$ cat src/rtl/lt_array.sv
// ============================================================================
// lt_array : multi-channel gamma-framed temporal less-than (race logic / TNN)
// Rev 1.0  : initial release
// ============================================================================
`default_nettype none

module lt_array #(
  parameter int N_CH              = 4,
  parameter int GAMMA_CYCLE_WIDTH = 16,
  parameter int PULSE_WIDTH       = 8
) (
  input  logic            aclk,
  input  logic            grst_n,
  input  logic            mode_le,
  input  logic [N_CH-1:0] a,
  input  logic [N_CH-1:0] b,
  output logic [N_CH-1:0] q,
  output logic            gamma_tick,
  output logic [N_CH-1:0] lt_result
);

  localparam int c_gw = $clog2(GAMMA_CYCLE_WIDTH);
  localparam int c_pw = $clog2(PULSE_WIDTH + 1);
  localparam logic [c_gw-1:0] c_glast = c_gw'(GAMMA_CYCLE_WIDTH - 1);
  localparam logic [c_pw-1:0] c_pload = c_pw'(PULSE_WIDTH);

  typedef enum logic [1:0] {
    S_WAIT = 2'd0,
    S_FIRE = 2'd1,
    S_DONE = 2'd2
  } state_t;

  logic [c_gw-1:0] r_gcnt;
  logic [N_CH-1:0] r_prev_a;
  logic [N_CH-1:0] r_prev_b;
  logic [N_CH-1:0] w_ea;
  logic [N_CH-1:0] w_eb;
  logic            w_tick;

  assign w_tick     = (r_gcnt == c_glast);
  assign gamma_tick = w_tick;
  assign w_ea       = a & ~r_prev_a;
  assign w_eb       = b & ~r_prev_b;

  always_ff @(posedge aclk or negedge grst_n) begin
    if (!grst_n) begin
      r_gcnt   <= '0;
      r_prev_a <= '0;
      r_prev_b <= '0;
    end else begin
      r_gcnt   <= w_tick ? '0 : r_gcnt + 1'b1;
      r_prev_a <= a;
      r_prev_b <= b;
    end
  end

  for (genvar i = 0; i < N_CH; i++) begin : g_ch
    state_t          r_state;
    logic [c_pw-1:0] r_pcnt;
    logic            r_q;
    logic            r_fired;
    logic            r_lt;

    // The boundary wins over every FSM transition and swallows edges in that cycle.
    always_ff @(posedge aclk or negedge grst_n) begin
      if (!grst_n) begin
        r_state <= S_WAIT;
        r_pcnt  <= '0;
        r_q     <= 1'b0;
        r_fired <= 1'b0;
        r_lt    <= 1'b0;
      end else if (w_tick) begin
        r_state <= S_WAIT;
        r_pcnt  <= '0;
        r_q     <= 1'b0;
        r_lt    <= r_fired;
        r_fired <= 1'b0;
      end else begin
        case (r_state)
          S_WAIT: begin
            if (w_ea[i] && (!w_eb[i] || mode_le)) begin
              r_state <= S_FIRE;
              r_pcnt  <= c_pload;
              r_q     <= 1'b1;
              r_fired <= 1'b1;
            end else if (w_eb[i]) begin
              r_state <= S_DONE;
            end
          end
          S_FIRE: begin
            if (r_pcnt <= c_pw'(1)) begin
              r_state <= S_DONE;
              r_pcnt  <= '0;
              r_q     <= 1'b0;
            end else begin
              r_pcnt <= r_pcnt - 1'b1;
            end
          end
          S_DONE: begin
            r_state <= S_DONE;
          end
          default: begin
            r_state <= S_WAIT;
            r_q     <= 1'b0;
          end
        endcase
      end
    end

    assign q[i]         = r_q;
    assign lt_result[i] = r_lt;
  end

endmodule

`default_nettype wire

$ cat config.mk
export PLATFORM = sky130hd
export DESIGN_NAME = lt_array
export DESIGN_NICKNAME = d
export VERILOG_FILES = /design/src/rtl/lt_array.sv
export SDC_FILE = /design/constraint.sdc
export NUM_CORES = 1
export LEC_CHECK = 0
export ABC_CLOCK_PERIOD_IN_PS = 2790
export CAP_MARGIN = 30
export CORE_ASPECT_RATIO = 0.7
export CORE_MARGIN = 4
export CORE_UTILIZATION = 63
export CTS_CLUSTER_DIAMETER = 50
export DETAILED_ROUTE_END_ITERATION = 16
export PLACE_DENSITY = 0.85
export SETUP_SLACK_MARGIN = 0.15
export SLEW_MARGIN = 20
export SYNTH_ARGS = -nofsm -noshare
export SYNTH_HDL_FRONTEND = slang
export SYNTH_SLANG_ARGS = --single-unit
$ cat constraint.sdc
create_clock -name aclk -period 2.79 [get_ports aclk]
set_input_delay 0.6975 -clock aclk [delete_from_list [all_inputs] [get_ports aclk]]
set_output_delay 0.6975 -clock aclk [all_outputs]
set_load 0.01 [all_outputs]
==> metrics.md <==
| Metric | Value |
|---|---|
| Outcome | `complete, no violations` |
| Worst setup EP type | `output pin` |
| Register area | `0.00120 mm²` |
| Synth Flop Type | `dfrtp_1` |
| Syn nets | `around 320` |
| Netlist cell types | `42` |
| Pwr Total | `1.54 mW` |
| Critical-path cell list | `ha_1 > nand3_4 > clkinv_4 > clkdlybuf4s50_1` |
| Crit path max-delay family | `buffers and inverters` |
| Worst setup SP type | `register` |
| Root buf cell | `clkbuf_8` |
| Drt pass-1 iters | `4` |
| Antenna violations before repair | `0` |
| Crit path max fanout | `9` |
| Met2 wire len | `between 2 and 2.5 mm` |
| Largest net degree at the start of global routing | `46` |
| Final wirelength | `5.17 mm` |
| Max_cap viols | `0` |
| Finished Cell Area | `approximately 0.0031 mm²` |
| Die W | `87.2 µm` |
| Final Wtd Congestion | `0.829` |
| Worst setup path endpoint | `gamma_tick` |
| Crit Path Class | `reg -> out` |
| Final worst setup slack | `0.334 ns` |
| Arr. time, crit path | `between 1.5 and 2 ns` |
| Register-to-register setup slack | `0.63 ns` |
| H-tree level count | `2` |
| Worst IR Drop VDD | `0.460 mV` |
| Worst Clk Skew | `0.00785 ns` |
| CP max stage delay | `0.53 ns` |
| Stages on worst setup path | `4` |
| Clk_lat worst skew | `roughly 0.29 ns` |
| Hold_buf cts | `0` |
| Post-Syn Area | `between 0.002 and 0.003 mm²` |
| Avg WL per Cell | `14.9 µm` |
| Reg2reg start | `r_gcnt[0]$_DFF_PN0_` |
| Finished Layout Cells | `about 350` |
| Post-layout min period | `2.46 ns` |
| Reg2reg end | `g_ch[1].r_pcnt[2]$_DFFE_PN0P_` |
| Fin nets | `between 300 and 400` |
| Commonest cells after routing, fill and taps aside | `dfrtp_1 (48), nand2_1 (30), ha_1 (25), inv_1 (23), clkdlybuf4s50_1 (18)` |
| Worst Setup SP | `r_gcnt[0]$_DFF_PN0_` |
| Cell area power density | `502 mW/mm²` |
| Vias/cell | `slightly below 6` |
| Setup bufs post-CTS | `0` |
| Yosys reg bits | `48` |
| Core Area | `around 0.0041 mm²` |
| ANT cells | `0` |
| Sum Neg Setup Slack | `0 ns` |
| CP max-delay cell | `clkdlybuf4s50_1` |
| Slew Viols, Final | `0` |
| Min-delay worst type | `in -> async` |
| Area growth syn-to-layout | `10.9%` |
| DR DRC count | `0` |
| Worst Path Buf+Inv | `2` |
| R2r worst-path depth | `7` |
| Metal-1 WL | `2.65 mm` |
| I/O pin count | `20` |
| CTS Buf Count | `5` |
| Cells after Synth | `280` |
| Lkg Pwr | `~1.4 nW` |
| Gr usage total | `0.200` |
| Die area | `0.00554 mm²` |
| Max Used Layer | `met4` |
| Relative slew slack | `0.413` |
| Final Hold Vio Count | `0` |
| Antenna Violating Nets Remaining | `0` |
| Most common cell after layout, fill and taps aside | `dfrtp_1` |
| Seq/Total Area, Yosys | `0.434` |
| CTS Buffer Depth | `2` |
| Warnings from Yosys | `0` |
| Placed cell area | `0.00296 mm²` |
| First-pass GRT wire length | `8.98 mm` |
| Fmax | `407 MHz` |
| Layout fillers | `~280` |
| CTS clock-pin slew for the worst setup and hold paths | `0.09 ns` |
| RSZ-0062 raised after global routing | `false` |
| Row count | `19` |
| Wire length on met3 | `around 190 µm` |
| Vias post-DR | `2050` |
| Final setup viols | `0` |
| Starting density of the core | `0.681` |
| Number of global-route vias before repair | `1977` |
| Avg Cell Area, Syn | `9.89 µm²` |
| Critical path required time | `2.09 ns` |
| Async set or reset register ratio after synthesis | `1.00` |
| Total gr overflow | `0` |
| DP Cell Count | `340` |
| Layout cells sized above 1 | `0.0709` |
| Die Y | `63.5 µm` |
| TritonCTS clock tree | `yes` |
| TritonCTS Sinks | `48` |
| Area occupied by multi-input gates | `0.00138 mm²` |
| Pre-CTS WS | `0.280 ns` |
| Post-detail-place hpwl | `3.71 mm` |
| Period utilization | `0.880` |
| Post-CTS Resized | `0` |
| DRT iter0 DRCs | `around 140` |
| Worst Tran Pin Value | `0.873 ns` |
| I/O Buffers | `19` |
| Number of synthesized flops with an enable pin | `0` |
## sequential cells by signal (all words and copies together), names as in the netlist
signal / cells
g_ch.r_pcnt: 16
g_ch.r_state: 8
g_ch.r_fired: 4
g_ch.r_lt: 4
g_ch.r_q: 4
r_gcnt: 4
r_prev_a: 4
r_prev_b: 4
## cell usage after synthesis, types with 3 or more instances
master / number / area, µm²
inv_1: 23 / 86.3
nand3_1: 3 / 15.0
nor3_1: 14 / 70.1
buf_4: 9 / 67.6
o32ai_1: 4 / 35.0
nand2_1: 30 / 113
a21boi_0: 4 / 30.0
and2_1: 6 / 37.5
ha_1: 25 / 313
nor2_1: 15 / 56.3
buf_2: 3 / 15.0
nand2b_1: 6 / 37.5
o21ai_0: 14 / 70.1
nor2b_1: 6 / 37.5
a31oi_1: 4 / 25.0
o31ai_1: 10 / 75.1
a21oi_1: 11 / 55.1
or3_1: 4 / 25.0
dfrtp_1: 48 / 1200
## how the worst min path moves through the flow
stage / from / endpoint / slack, ns
6_report: grst_n / g_ch[2].r_q$_DFFE_PN0P_ / 0.39
5_1_grt: grst_n / g_ch[2].r_q$_DFFE_PN0P_ / 0.43
4_1_cts: grst_n / g_ch[2].r_q$_DFFE_PN0P_ / 0.41
3_5_place_dp: g_ch[3].r_fired$_DFFE_PN0P_ / g_ch[3].r_lt$_DFFE_PN0N_ / 0.46
3_3_place_gp: g_ch[3].r_fired$_DFFE_PN0P_ / g_ch[3].r_lt$_DFFE_PN0N_ / 0.45
2_1_floorplan: grst_n / g_ch[0].r_fired$_DFFE_PN0P_ / 0.40
## power breakdown
part | switching, mW | internal [mW] | leakage, nW
clock network | 0.225 | 0.266 | 0.0552
registers | 0.0286 | 0.745 | 0.612
logic | 0.140 | 0.137 | 0.724
total | 0.393 | 1.15 | 1.39
## per-stage QoR
| stage | util | hold slack (ns) |
|---|---|---|
| finish | 0.755 | 0.391 |
| global route | 0.755 | 0.426 |
| CTS | 0.755 | 0.406 |
| detailed placement | 0.729 | 0.457 |
| global placement | 0.729 | 0.449 |
| floorplan | - | 0.402 |
## kinds of logic after synthesis
logic type	share of synthesized area
AO/OA/AOI/OAI	0.200
XOR/XNOR	0.00316
adder cells (fa/ha/maj)	0.113
flip-flops	0.434
AND/OR/NAND/NOR	0.183
buffers and inverters	0.0673
## final cells by class
class / count / share of cell area
well taps: 52 / 0.0212
inverters: 24 / 0.0310
clock inverters: 2 / 0.0114
repair buffers: 22 / 0.0717
clock buffers: 6 / 0.0236
flip-flops and latches: 48 / 0.391
multi-input cells: 194 / 0.450
## layer usage
metal  track usage  up-vias
li1              -     1010
met1         0.294     1002
met5             0        -
met3        0.0469        2
met4        0.0287        0
met2         0.307       36
Note: power is estimated with default switching activity, not from simulation.
